**config.mk**
```make
export PLATFORM = sky130hd
export DESIGN_NAME = tx_top
export DESIGN_NICKNAME = d
export VERILOG_FILES = /design/src/rtl/tx_pkg.sv /design/src/rtl/tx_fifo.sv /design/src/rtl/tx_top.sv
export SDC_FILE = /design/constraint.sdc
export NUM_CORES = 1
export LEC_CHECK = 0
export BUFFER_PORTS_ARGS = -buffer_cell sky130_fd_sc_hd__buf_2
export CAP_MARGIN = 10
export CORE_MARGIN = 8
export CORE_UTILIZATION = 50
export CTS_CLUSTER_SIZE = 10
export DETAILED_ROUTE_END_ITERATION = 10
export GPL_ROUTABILITY_DRIVEN = 0
export GPL_TIMING_DRIVEN = 0
export PLACE_DENSITY = 0.67
export SLEW_MARGIN = 20
export SYNTH_ARGS = -nofsm -noshare
export SYNTH_HDL_FRONTEND = slang
export SYNTH_SLANG_ARGS = --single-unit
```
**constraint.sdc**
```tcl
create_clock -name clk -period 3.5 [get_ports clk]
set_input_delay 0.7 -clock clk [delete_from_list [all_inputs] [get_ports clk]]
set_output_delay 0.7 -clock clk [all_outputs]
set_load 0.05 [all_outputs]
```
**src/rtl/tx_pkg.sv**
```systemverilog
// Shared definitions for the framing transmitter: FSM states, the start-of-frame
// marker and the default payload buffer depth.
package tx_pkg;

   typedef enum logic [1:0] {
      IDLE    = 2'd0,
      HDR     = 2'd1,
      PAYLOAD = 2'd2,
      CSUM    = 2'd3
   } tx_state_t;

   localparam logic [7:0] SOF_BYTE           = 8'hA5;
   localparam int         DEFAULT_FIFO_DEPTH = 8;

endpackage

```
**src/rtl/tx_fifo.sv**
```systemverilog
// Payload byte buffer for tx_top. Read and write pointers wrap modulo DEPTH and a
// separate level counter provides full/empty. The head entry and the one behind it
// are both visible, so the framer can present the next payload byte on the same
// edge that pops the current one.
module tx_fifo
   import tx_pkg::*;
#(
   parameter int DEPTH = DEFAULT_FIFO_DEPTH
) (
   input  logic                    clk,
   input  logic                    rstn,
   input  logic                    push,
   input  logic [7:0]              wdata,
   input  logic                    pop,
   output logic [7:0]              rdata,
   output logic [7:0]              rdata_next,
   output logic [$clog2(DEPTH):0]  level,
   output logic                    full,
   output logic                    empty
);

   localparam int              AW       = $clog2(DEPTH);
   localparam int              LW       = AW + 1;
   localparam logic [AW:0]     LVL_FULL = DEPTH[AW:0];

   logic [7:0]    mem [DEPTH];
   logic [AW-1:0] wr_ptr;
   logic [AW-1:0] rd_ptr;
   logic [AW-1:0] rd_ptr_next;
   logic          wr_en;
   logic          rd_en;

   assign full        = (level == LVL_FULL);
   assign empty       = (level == '0);
   assign wr_en       = push && (!full || pop);
   assign rd_en       = pop && !empty;
   assign rd_ptr_next = rd_ptr + AW'(1);
   assign rdata       = mem[rd_ptr];
   assign rdata_next  = mem[rd_ptr_next];

   // Storage array: written on an accepted push, contents need no reset.
   always_ff @(posedge clk) begin
      if (wr_en) begin
         mem[wr_ptr] <= wdata;
      end
   end

   // Pointers and level: a simultaneous push and pop leaves the level unchanged.
   always_ff @(posedge clk or negedge rstn) begin
      if (!rstn) begin
         wr_ptr <= '0;
         rd_ptr <= '0;
         level  <= '0;
      end else begin
         if (wr_en) begin
            wr_ptr <= wr_ptr + AW'(1);
         end
         if (rd_en) begin
            rd_ptr <= rd_ptr_next;
         end
         if (wr_en && !rd_en) begin
            level <= level + LW'(1);
         end else if (rd_en && !wr_en) begin
            level <= level - LW'(1);
         end
      end
   end

endmodule

```
**src/rtl/tx_top.sv**
```systemverilog
// Framing transmitter: buffers upstream bytes and, once a full frame's worth is
// held, sends SOF 0xA5, FRAME_LEN payload bytes and an 8-bit additive checksum
// over a registered valid/ready stream.
module tx_top
   import tx_pkg::*;
#(
   parameter int FRAME_LEN  = 4,
   parameter int FIFO_DEPTH = DEFAULT_FIFO_DEPTH
) (
   input  logic       clk,
   input  logic       rstn,
   input  logic [7:0] i_data,
   input  logic       i_vld,
   output logic       o_rdy,
   output logic [7:0] o_x,
   output logic       o_vld,
   input  logic       i_rdy
);

   localparam int            LW        = $clog2(FIFO_DEPTH) + 1;
   localparam logic [LW-1:0] FRAME_LVL = FRAME_LEN[LW-1:0];
   localparam logic [3:0]    LAST_IDX  = 4'(FRAME_LEN - 1);

   tx_state_t     state;
   tx_state_t     state_nxt;
   logic [7:0]    x_nxt;
   logic          vld_nxt;
   logic [3:0]    cnt;
   logic [3:0]    cnt_nxt;
   logic [7:0]    csum;
   logic [7:0]    csum_nxt;
   logic          push;
   logic          pop;
   logic          hs;
   logic          last_byte;
   logic          frame_ready;
   logic [7:0]    fifo_head;
   logic [7:0]    fifo_second;
   logic [LW-1:0] level;
   logic          fifo_full;
   logic          fifo_empty;

   assign o_rdy       = !fifo_full;
   assign push        = i_vld && o_rdy;
   assign hs          = o_vld && i_rdy;
   assign last_byte   = (cnt == LAST_IDX);
   assign frame_ready = !fifo_empty && (level >= FRAME_LVL);

   tx_fifo #(
      .DEPTH (FIFO_DEPTH)
   ) u_fifo (
      .clk        (clk),
      .rstn       (rstn),
      .push       (push),
      .wdata      (i_data),
      .pop        (pop),
      .rdata      (fifo_head),
      .rdata_next (fifo_second),
      .level      (level),
      .full       (fifo_full),
      .empty      (fifo_empty)
   );

   // State register.
   always_ff @(posedge clk or negedge rstn) begin
      if (!rstn) begin
         state <= IDLE;
      end else begin
         state <= state_nxt;
      end
   end

   // Next-state: a frame starts only with a whole frame buffered, and every later
   // step waits for the downstream handshake on the byte currently presented.
   always_comb begin
      state_nxt = state;
      unique case (state)
         IDLE:    if (frame_ready)      state_nxt = HDR;
         HDR:     if (hs)               state_nxt = PAYLOAD;
         PAYLOAD: if (hs && last_byte)  state_nxt = CSUM;
         CSUM:    if (hs)               state_nxt = IDLE;
         default:                       state_nxt = IDLE;
      endcase
   end

   // Output decode: compute the byte to present next; without a handshake the
   // current byte is held, and the payload pop happens on the payload handshake.
   always_comb begin
      x_nxt    = o_x;
      vld_nxt  = o_vld;
      cnt_nxt  = cnt;
      csum_nxt = csum;
      pop      = 1'b0;
      unique case (state)
         IDLE: begin
            vld_nxt  = 1'b0;
            x_nxt    = 8'h00;
            cnt_nxt  = '0;
            csum_nxt = 8'h00;
            if (frame_ready) begin
               vld_nxt = 1'b1;
               x_nxt   = SOF_BYTE;
            end
         end
         HDR: begin
            if (hs) begin
               x_nxt = fifo_head;
            end
         end
         PAYLOAD: begin
            if (hs) begin
               pop      = 1'b1;
               cnt_nxt  = cnt + 4'd1;
               csum_nxt = csum + o_x;
               x_nxt    = last_byte ? (csum + o_x) : fifo_second;
            end
         end
         CSUM: begin
            if (hs) begin
               vld_nxt = 1'b0;
               x_nxt   = 8'h00;
            end
         end
         default: begin
            vld_nxt = 1'b0;
            x_nxt   = 8'h00;
         end
      endcase
   end

   // Registered stream outputs plus payload counter and checksum accumulator.
   always_ff @(posedge clk or negedge rstn) begin
      if (!rstn) begin
         o_x   <= 8'h00;
         o_vld <= 1'b0;
         cnt   <= '0;
         csum  <= 8'h00;
      end else begin
         o_x   <= x_nxt;
         o_vld <= vld_nxt;
         cnt   <= cnt_nxt;
         csum  <= csum_nxt;
      end
   end

endmodule

```
Yosys cells after proc, flatten, opt, wreduce, memory -nomap -nowiden --
Memory sizes are Yosys's and may differ from the RTL's. Index checks and enable logic that the tools add are counted. W data, S select, Z words.
Cells by class: add/sub/neg operators 6, magnitude comparators 1, equality and inequality tests 10, muxes and demuxes 24, reduce and logical (&&, ||, !) cells 22
Operators with widths (number):
- $mux W8 | 6
- $pmux W8 S4 | 1
- $pmux W8 S2 | 1
- $mux W4 | 3
- $ne A2 B2 Y1 const B | 5
- $add A4 B1 Y4 const B | 2
- $add A8 B8 Y8 | 1
- $logic_and A1 B1 Y1 | 8
- $mux W2 | 4
- $pmux W2 S4 | 1
- $pmux W4 S2 | 1
- $add A3 B1 Y3 const B | 2
- $mux W1 | 6
- $reduce_bool A2 Y1 | 3
- $eq A2 B2 Y1 const B | 2
- $eq A4 B2 Y1 const B | 1
- $eq A4 B4 Y1 const B | 1
- $ge A4 B3 Y1 const B | 1
- $logic_not A1 Y1 | 4
- $logic_not A4 Y1 | 1
- $reduce_and A2 Y1 | 2
- $reduce_and A4 Y1 | 1
- $sub A4 B1 Y4 const B | 1
- $reduce_and A3 Y1 | 1
- other kinds (4) | 4
Word-level totals: register bits after elaboration 33, memory bits (writable) 64, bits of input ports 12, output and inout bits 10, logic and storage cells 72, memories 1
Memories:
- u_fifo.mem | depth 8, width 8, rd ports 2, clocked after Yosys merged registers in 0, write ports 1, RTL line tx_fifo.sv:26 | logic [7:0] mem [DEPTH];

Logic depth before layout (Yosys ltp) --
Gate-level depths: netlist (run 1).
word-level depth 9, mapped depth 13, mapped depth without buffers 13

Modules after synthesis --
From an unflattened synthesis (run 1), not the netlist that was laid out.
Unflattened totals: cell total of the unflattened synthesis 349, area total of the unflattened synthesis 5081.1 sq um
By module, submodules not included:
- tx_fifo | times used 1, cells an instance 185, area an instance 3553.4 sq um, seq. area each 2172.1 sq um
- tx_top | times used 1, cells an instance 164, area an instance 1527.7 sq um, seq. area each 575.6 sq um

Worst setup path after synthesis (run 1) --
Ideal clock, no wire load.
kind register to register, start point register u_fifo.level[0], end point register u_fifo.level[3], library setup time 125 ps, arrival 2634 ps, required time 3375 ps, setup slack 741 ps, stages on the path, launching flop included 13, buffers on the path 1, clock period less this slack 2759 ps, cells stage by stage dfrtp_1 > nor2_1 > nand3b_1 > and2_1 > clkbuf_1 > ha_1 > inv_1 > ha_1 > a21o_1 > a21oi_1 > xnor2_1 > nor2_1 > xor2_1
On the way: word-level cells in the longest chain between the ends 7, elaborated cells on any way between the ends 17, those cells by class 2 x add/sub; 1 x eq/ne; 2 x mux; 12 x reduce/logical
Ends and longest elaborated chain:
- start: declaration | RTL line tx_fifo.sv:17 | output logic [$clog2(DEPTH):0] level,
- start signal: assignment | RTL line tx_fifo.sv:62 | level <= level + LW'(1);
- start signal: assignment | RTL line tx_fifo.sv:64 | level <= level - LW'(1);
- $eq A4 B4 Y1 * | RTL line tx_fifo.sv:33 | assign full = (level == LVL_FULL);
- $logic_not A1 Y1 * | RTL line tx_top.sv:43 | assign o_rdy = !fifo_full;
- net o_rdy | RTL line tx_top.sv:14 | output logic o_rdy,
- $logic_and A1 B1 Y1 / $logic_or A1 B1 Y1 (equally long branches) | RTL line tx_top.sv:44, tx_fifo.sv:35
- $logic_and A1 B1 Y1 * | RTL line tx_fifo.sv:35 | assign wr_en = push && (!full || pop);
- net u_fifo.wr_en | RTL line tx_fifo.sv:30 | logic wr_en;
- $logic_not A1 Y1 | RTL line tx_fifo.sv:63 | end else if (rd_en && !wr_en) begin
- $logic_and A1 B1 Y1 | RTL line tx_fifo.sv:63
- $reduce_bool A2 Y1 (no line)
Mark *: on every way through the listed nets, which the timed path passes. The rest lies on a longest branch. The select of a mux whose other input is x is not followed. A chain may end at the register's enable or synchronous reset.

Final worst setup path (run 1) --
start point register state[0], end point register u_fifo.level[3]
On the way: word-level cells in the longest chain between the ends 7, elaborated cells on any way between the ends 11, those cells by class 1 x eq/ne; 2 x mux; 8 x reduce/logical
Ends and longest elaborated chain:
- start: declaration | RTL line tx_top.sv:24 | tx_state_t state;
- start signal: assignment | RTL line tx_top.sv:69 | state <= state_nxt;
- $eq A2 B2 Y1 * | RTL line tx_top.sv:94 | unique case (state)
- $mux W1 * | RTL line tx_top.sv:94
- $logic_or A1 B1 Y1 | RTL line tx_fifo.sv:35
- $logic_and A1 B1 Y1 | RTL line tx_fifo.sv:35
- $logic_not A1 Y1 | RTL line tx_fifo.sv:63
- $logic_and A1 B1 Y1 | RTL line tx_fifo.sv:63
- $reduce_bool A2 Y1 (no line)
Every way passes the cells marked *; elsewhere a longest branch is shown, timed or not.

==> results of run 1 <==
-- final cells by class --
type                       instances  area (um^2)
clock buffer                      11          153
timing repair buffer              23          120
buffer                            18         88.8
sequential                        97         2750
tap                              133          166
inverter                           8         30.0
fill                             745         4190
multi-input combinational        216         2100
clock inverter                     5         85.1
-- critical path, delay by kind of cell, from the launching register on --
| family | cells | cell delay (ns) |
|---|---|---|
| xor gates and xnor gates | 2 | 0.27 |
| buffers and inverters | 3 | 0.31 |
| DFF | 1 | 0.43 |
| AOI/OAI and AO/OA | 3 | 0.79 |
| adders and majority gates | 3 | 0.72 |
| and+or+nand+nor | 2 | 0.30 |
-- routing by layer --
layer | up-vias | part of all wire, % | track usage (%)
met1 | 1507 | 45 | 20.9
met5 | - | 0 | 0
met3 | 21 | 3.4 | 2.92
li1 | 1389 | - | -
met4 | 0 | 2.9 | 8.14
met2 | 71 | 48 | 27.4
-- cells by family (layout without fill, tap and decap cells) --
logic type,Yosys count,after routing
buf+inv,26,65
compound gates,50,50
xor+xnor,16,16
flops,97,97
simple gates,77,77
mux,54,54
fa+ha+maj,19,19
-- synth_stat cells (all sizes together), types with 2 or more instances --
cell      n  area (um^2)
edfxtp   64         1920
dfrtp    33          826
mux4     32          736
nand2    24         90.1
ha       17          213
nand3    16         80.1
nor2     16         60.1
mux2     15          169
a21oi    12         60.1
o21ai    12         60.1
buf       9         55.0
clkbuf    9         33.8
inv       8         30.0
xnor2     8         70.1
mux2i     7         70.1
xor2      7         61.3
nor3      6         30.0
a22o      5         43.8
nand2b    4         25.0
a21o      3         22.5
o2111ai   3         26.3
a221o     2         20.0
a221oi    2         17.5
a32oi     2         17.5
and2      2         12.5
fa        2         40.0
nand3b    2         15.0
nor2b     2         12.5
-- metrics by stage --
| stage | setup WS, ns | power [uW] | area [um^2] | instances |
|---|---|---|---|---|
| final | 0.547 | 5060 | 5490 | 511 |
| after global routing | 0.345 | 5370 | 5490 | 511 |
| after CTS | 0.540 | 5100 | 5490 | 511 |
| after detailed placement | 0.481 | 4240 | 5250 | 495 |
| after global placement | 0.514 | 4160 | 5230 | 493 |
| after floorplan | 0.741 | 3640 | 4950 | 339 |
-- final timing paths --
check	startpoint	to	cells after the start	slack (ns)
min in group clk	csum[7]	csum[7]	1	0.49
min reg2reg	csum[7]	csum[7]	1	0.49
max in group asynchronous	rstn	cnt[0]	1	2.59
min	rstn	u_fifo.wr_ptr[1]	1	0.41
max	state[0]	u_fifo.level[3]	13	0.55
max reg2reg	state[0]	u_fifo.level[3]	13	0.55
-- where the power goes --
group / total, uW / internal (uW) / leakage, uW / switching [uW]
logic: 2510 / 1150 / 0.000991 / 1350
clock network: 849 / 450 / 0.000115 / 399
registers: 1710 / 1500 / 0.00100 / 203
total: 5060 / 3110 / 0.00211 / 1950
-- sequential cells by signal, indices dropped and copies added (netlist names) --
register       cells
u_fifo.rd_ptr      3
u_fifo.mem        64
state              2
csum               8
o_vld              1
u_fifo.level       4
o_x                8
cnt                4
u_fifo.wr_ptr      3
==> qor.txt, run 1 <==
Chip Width - 116 um
CP Cell Sequence - inv_1, ha_1, nand3_1, a21oi_1, inv_1, ha_1, inv_1, ha_1, a21o_1, a21oi_1, xnor2_1, nor2_1, xor2_1
CTS tree - yes
Post-Syn Area - 0.00495 mm^2
Vias/cell - 5.85
setup repair bufs after CTS - 0
CTS Sinks - 97
crit end category - register
die area - 0.0134 mm^2
RSZ-0062 raised after global routing - no
VDD IR max - 0.000377 V
xor and xnor area share after synthesis - 3.11%
largest family of logic cells by synthesized area - multiplexers
final hold viol count - 0
Top Ports - 22
Largest stage delay, worst path - 0.46 ns
setup tns final - 0 ns
Worst path slowest cell - a21oi_1
drt pass-1 iters - 4
Final Max Tran Viols - 0
final period utilization - 84.4%
worst setup path category - register to register
DRT iter0 DRCs - 238
H-tree levels - 3
Final Skew - 0.00692 ns
max-cap viol count - 0
Starting Density - 51.2%
worst rel slew slack - 27.9%
Post-Synth Simple-Gate Area - 7.32%
register bit total from synthesis - 97
Root Buffer - clkbuf_8
Area Overhead vs Synth - 10.9%
Final Util - 56.7%
diode count - 0
DRC - 0
Skew-Pair Late Insertion Delay - 0.36 ns
GRT Util Overall - 16.6%
EDFF count, synth - 64
grt ovf - 0
DR vias - 2988
worst-path fanout max - 6
PD cells - 922 mW/mm^2
largest net degree at the start of global routing - 34
commonest non-fill, non-tap cell in the layout - edfxtp_1
# hold bufs at CTS - 0
cell row count - 36
share of cells above drive strength 1 - 24.6%
fin nets - 404
Die Ht - 116 um
final WL - 10.3 mm
CTS Buf Count - 9
Clock Tree Buf Depth - 2
Final setup viols - 0
Avg Inst Size Synth - 14.6 um^2
Most used DFF post-synth - edfxtp_1
antenna viol nets, final - 0
Tmin final - 2.95 ns
Syn Nets - 370
Unique masters post-synth - 48
commonest cells after routing, fill and taps aside - edfxtp_1, dfrtp_1, mux4_2, buf_2, nand2_1
first-pass GRT wire length - 16.6 mm
FFs w/ async S/R, synth - 34.0%
Data arrival, critical path - 3.20 ns
startpoint types - register
post-CTS sizing - 0
IO buf count - 21
Core Box Area - 0.00968 mm^2
Critical Path RT - 3.75 ns
LEAKAGE - 0.00211 uW
Post-Synth Adder-Cell Area - 5.10%
mux cell area share after synthesis - 19.7%
register area share after synthesis - 55.5%
clock-pin slew on the worst setup and hold paths - 0.09 ns
yosys warns - 0
vias in the first global route - 3054
initial antenna violation count - 0
Worst Tran Pin Value - 1.08 ns
compound-cell area share of the yosys netlist - 6.94%
HP Class - primary input to async pin
worst hold margin - 0.410 ns
Routed wire per std cell - 20.1 um
Post-DP HPWL - 7.37 mm
fmax - 0.339 GHz
Mapped Cells - 339
run status - completed
Power figures use the tool's default switching activity.
==> inputs of run 2 (changes only) <==
PLACE_DENSITY = 0.69   (was 0.67)
clock period = 2.58 ns   (was 3.5 ns; I/O delays follow)
==> qor.txt, run 2 (synthesis gave the netlist of run 1 again) <==
Chip Width - 116 um
Final Skew - 0.0138 ns
Switching Share - 40.1%
CTS Buf Count - 9
Data arrival, critical path - 2.73 ns
internal power - 4030 uW
Vias/cell - 5.89
worst r2r path cells - 7
vias in the first global route - 3136
DR vias - 3003
final WL - 10.1 mm
Routed wire per std cell - 19.8 um
Worst Setup EP - o_x[7]
Clock Tree Buf Depth - 2
commonest non-fill, non-tap cell in the layout - edfxtp_1
commonest cells after routing, fill and taps aside - edfxtp_1, dfrtp_1, mux4_2, buf_2, nand2_1
clock share of power - 14.0%
FF/Latch Area - 0.00275 mm^2
Switch Pwr - 2700 uW
Final Instance Area - 0.00549 mm^2
Critical Path RT - 2.83 ns
Setup WS post-layout - 0.0930 ns
Post-DP HPWL - 7.24 mm
Logic pwr share - 51.6%
Tmin final - 2.49 ns
CTS Sinks - 97
RSZ-0062 raised after global routing - no
first-pass GRT wire length - 16.4 mm
Reg-to-Reg End - o_x[7]
clock-pin slew on the worst setup and hold paths - 0.10 ns
Root Buffer - clkbuf_8
HP Class - primary input to async pin
max-cap viol count - 0
Die Ht - 116 um
setup tns final - 0 ns
Reg power frac - 34.4%
Final setup viols - 0
crit end category - register
placed inst area - 0.00526 mm^2
DRT iter0 DRCs - 240
Top Ports - 22
cell row count - 36
diode count - 0
Core Box Area - 0.00968 mm^2
H-tree levels - 3
run status - completed
Starting Density - 51.2%
Setup crit start - u_fifo.rd_ptr[0]
Largest register FFs - 64
DRC - 0
fin nets - 403
pre-CTS setup slack - -0.271 ns
fmax - 0.402 GHz
CTS tree - yes
Critical R2R Launch - u_fifo.rd_ptr[0]
worst rel slew slack - 34.6%
Multi-input gate area - 0.00215 mm^2
worst hold margin - 0.208 ns
VDD IR max - 0.000439 V
Max Used Layer - met4
worst setup path category - register to register
IO buf count - 21
LEAKAGE - 0.00209 uW
PD cells - 1220 mW/mm^2
startpoint types - register
final period utilization - 96.4%
metal3 WL - 493 um
final hold viol count - 0
top flop regs - u_fifo.mem: 64 flops, csum: 8 flops, o_x: 8 flops
share of cells above drive strength 1 - 27.1%
Worst Tran Pin Value - 0.977 ns
worst-path fanout max - 8
r2r setup slk - 0.09 ns
Final Max Tran Viols - 0
met2 routed WL - 4.87 mm
largest net degree at the start of global routing - 34
die area - 0.0134 mm^2
Area Overhead vs Synth - 10.9%
Inst Count DP - 493
antenna viol nets, final - 0
initial antenna violation count - 0
Reg with most FFs - u_fifo.mem
DRT met1 WL - 4.49 mm
Skew-Pair Late Insertion Delay - 0.36 ns
grt ovf - 0
fill cell count - 764
post-route insts no fill - 510
drt pass-1 iters - 4
GRT Util Overall - 16.2%
## run 2: cell count changes in the layout (fill, tap and decap cells not counted), sizes merged
cell,change
buf,-1
clkinv,+2
clkbuf,-2
inv,+2
bufinv,-2
## run 2: final cells by class
cell class | instances | share of cell area (%)
Sequential cell | 97 | 50.0
Multi-Input combinational cell | 216 | 39.1
Tap cell | 133 | 3.03
Clock buffer | 9 | 2.25
Timing Repair Buffer | 22 | 2.05
Buffer | 18 | 1.94
Clock inverter | 7 | 1.12
Inverter | 8 | 0.547
## run 2: worst min-delay path by stage
stage | start | end | cells past startpoint
detailed placement | csum[7] | csum[7] | 1
finish | rstn | csum[6] | 1
global placement | csum[7] | csum[7] | 1
floorplan | rstn | cnt[0] | 0
global route | rstn | csum[6] | 1
CTS | rstn | csum[6] | 1
## run 2: critical path: stages, from the launching register on
cell and delay (ns):
dfrtp_1 0.41, ha_1 0.30, buf_6 0.16, mux4_2 0.52, mux2_2 0.30, a221o_1 0.31
a22o_1 0.20, a41o_1 0.19
## run 2: per-stage QoR
step | power (uW) | utilization [%]
2_1_floorplan | 4970 | -
3_3_place_gp | 5670 | 54.2
6_report | 6730 | 56.7
3_5_place_dp | 5770 | 54.3
5_1_grt | 7200 | 56.7
4_1_cts | 6760 | 56.5
## run 2: power by group through the flow
stage | Sequential, uW | Clock [uW] | Combinational [uW]
floorplan | 2460 | 0 | 2510
global placement | 2310 | 0 | 3350
detailed placement | 2340 | 0 | 3430
CTS | 2310 | 960 | 3480
global route | 2360 | 1020 | 3810
finish | 2310 | 941 | 3470
## run 2: what timing repair did
item	in CTS	in global routing
endpoints found under the setup margin	8	3
pin swaps	0	0
setup buffers	0	1
resized for setup	6	2
hold buffers	0	0
## run 2: per-layer routing
layer,vias up,GRT usage (%)
met5,-,0
met4,0,7.62
met3,12,2.50
met2,75,25.6
met1,1520,21.6
li1,1396,-
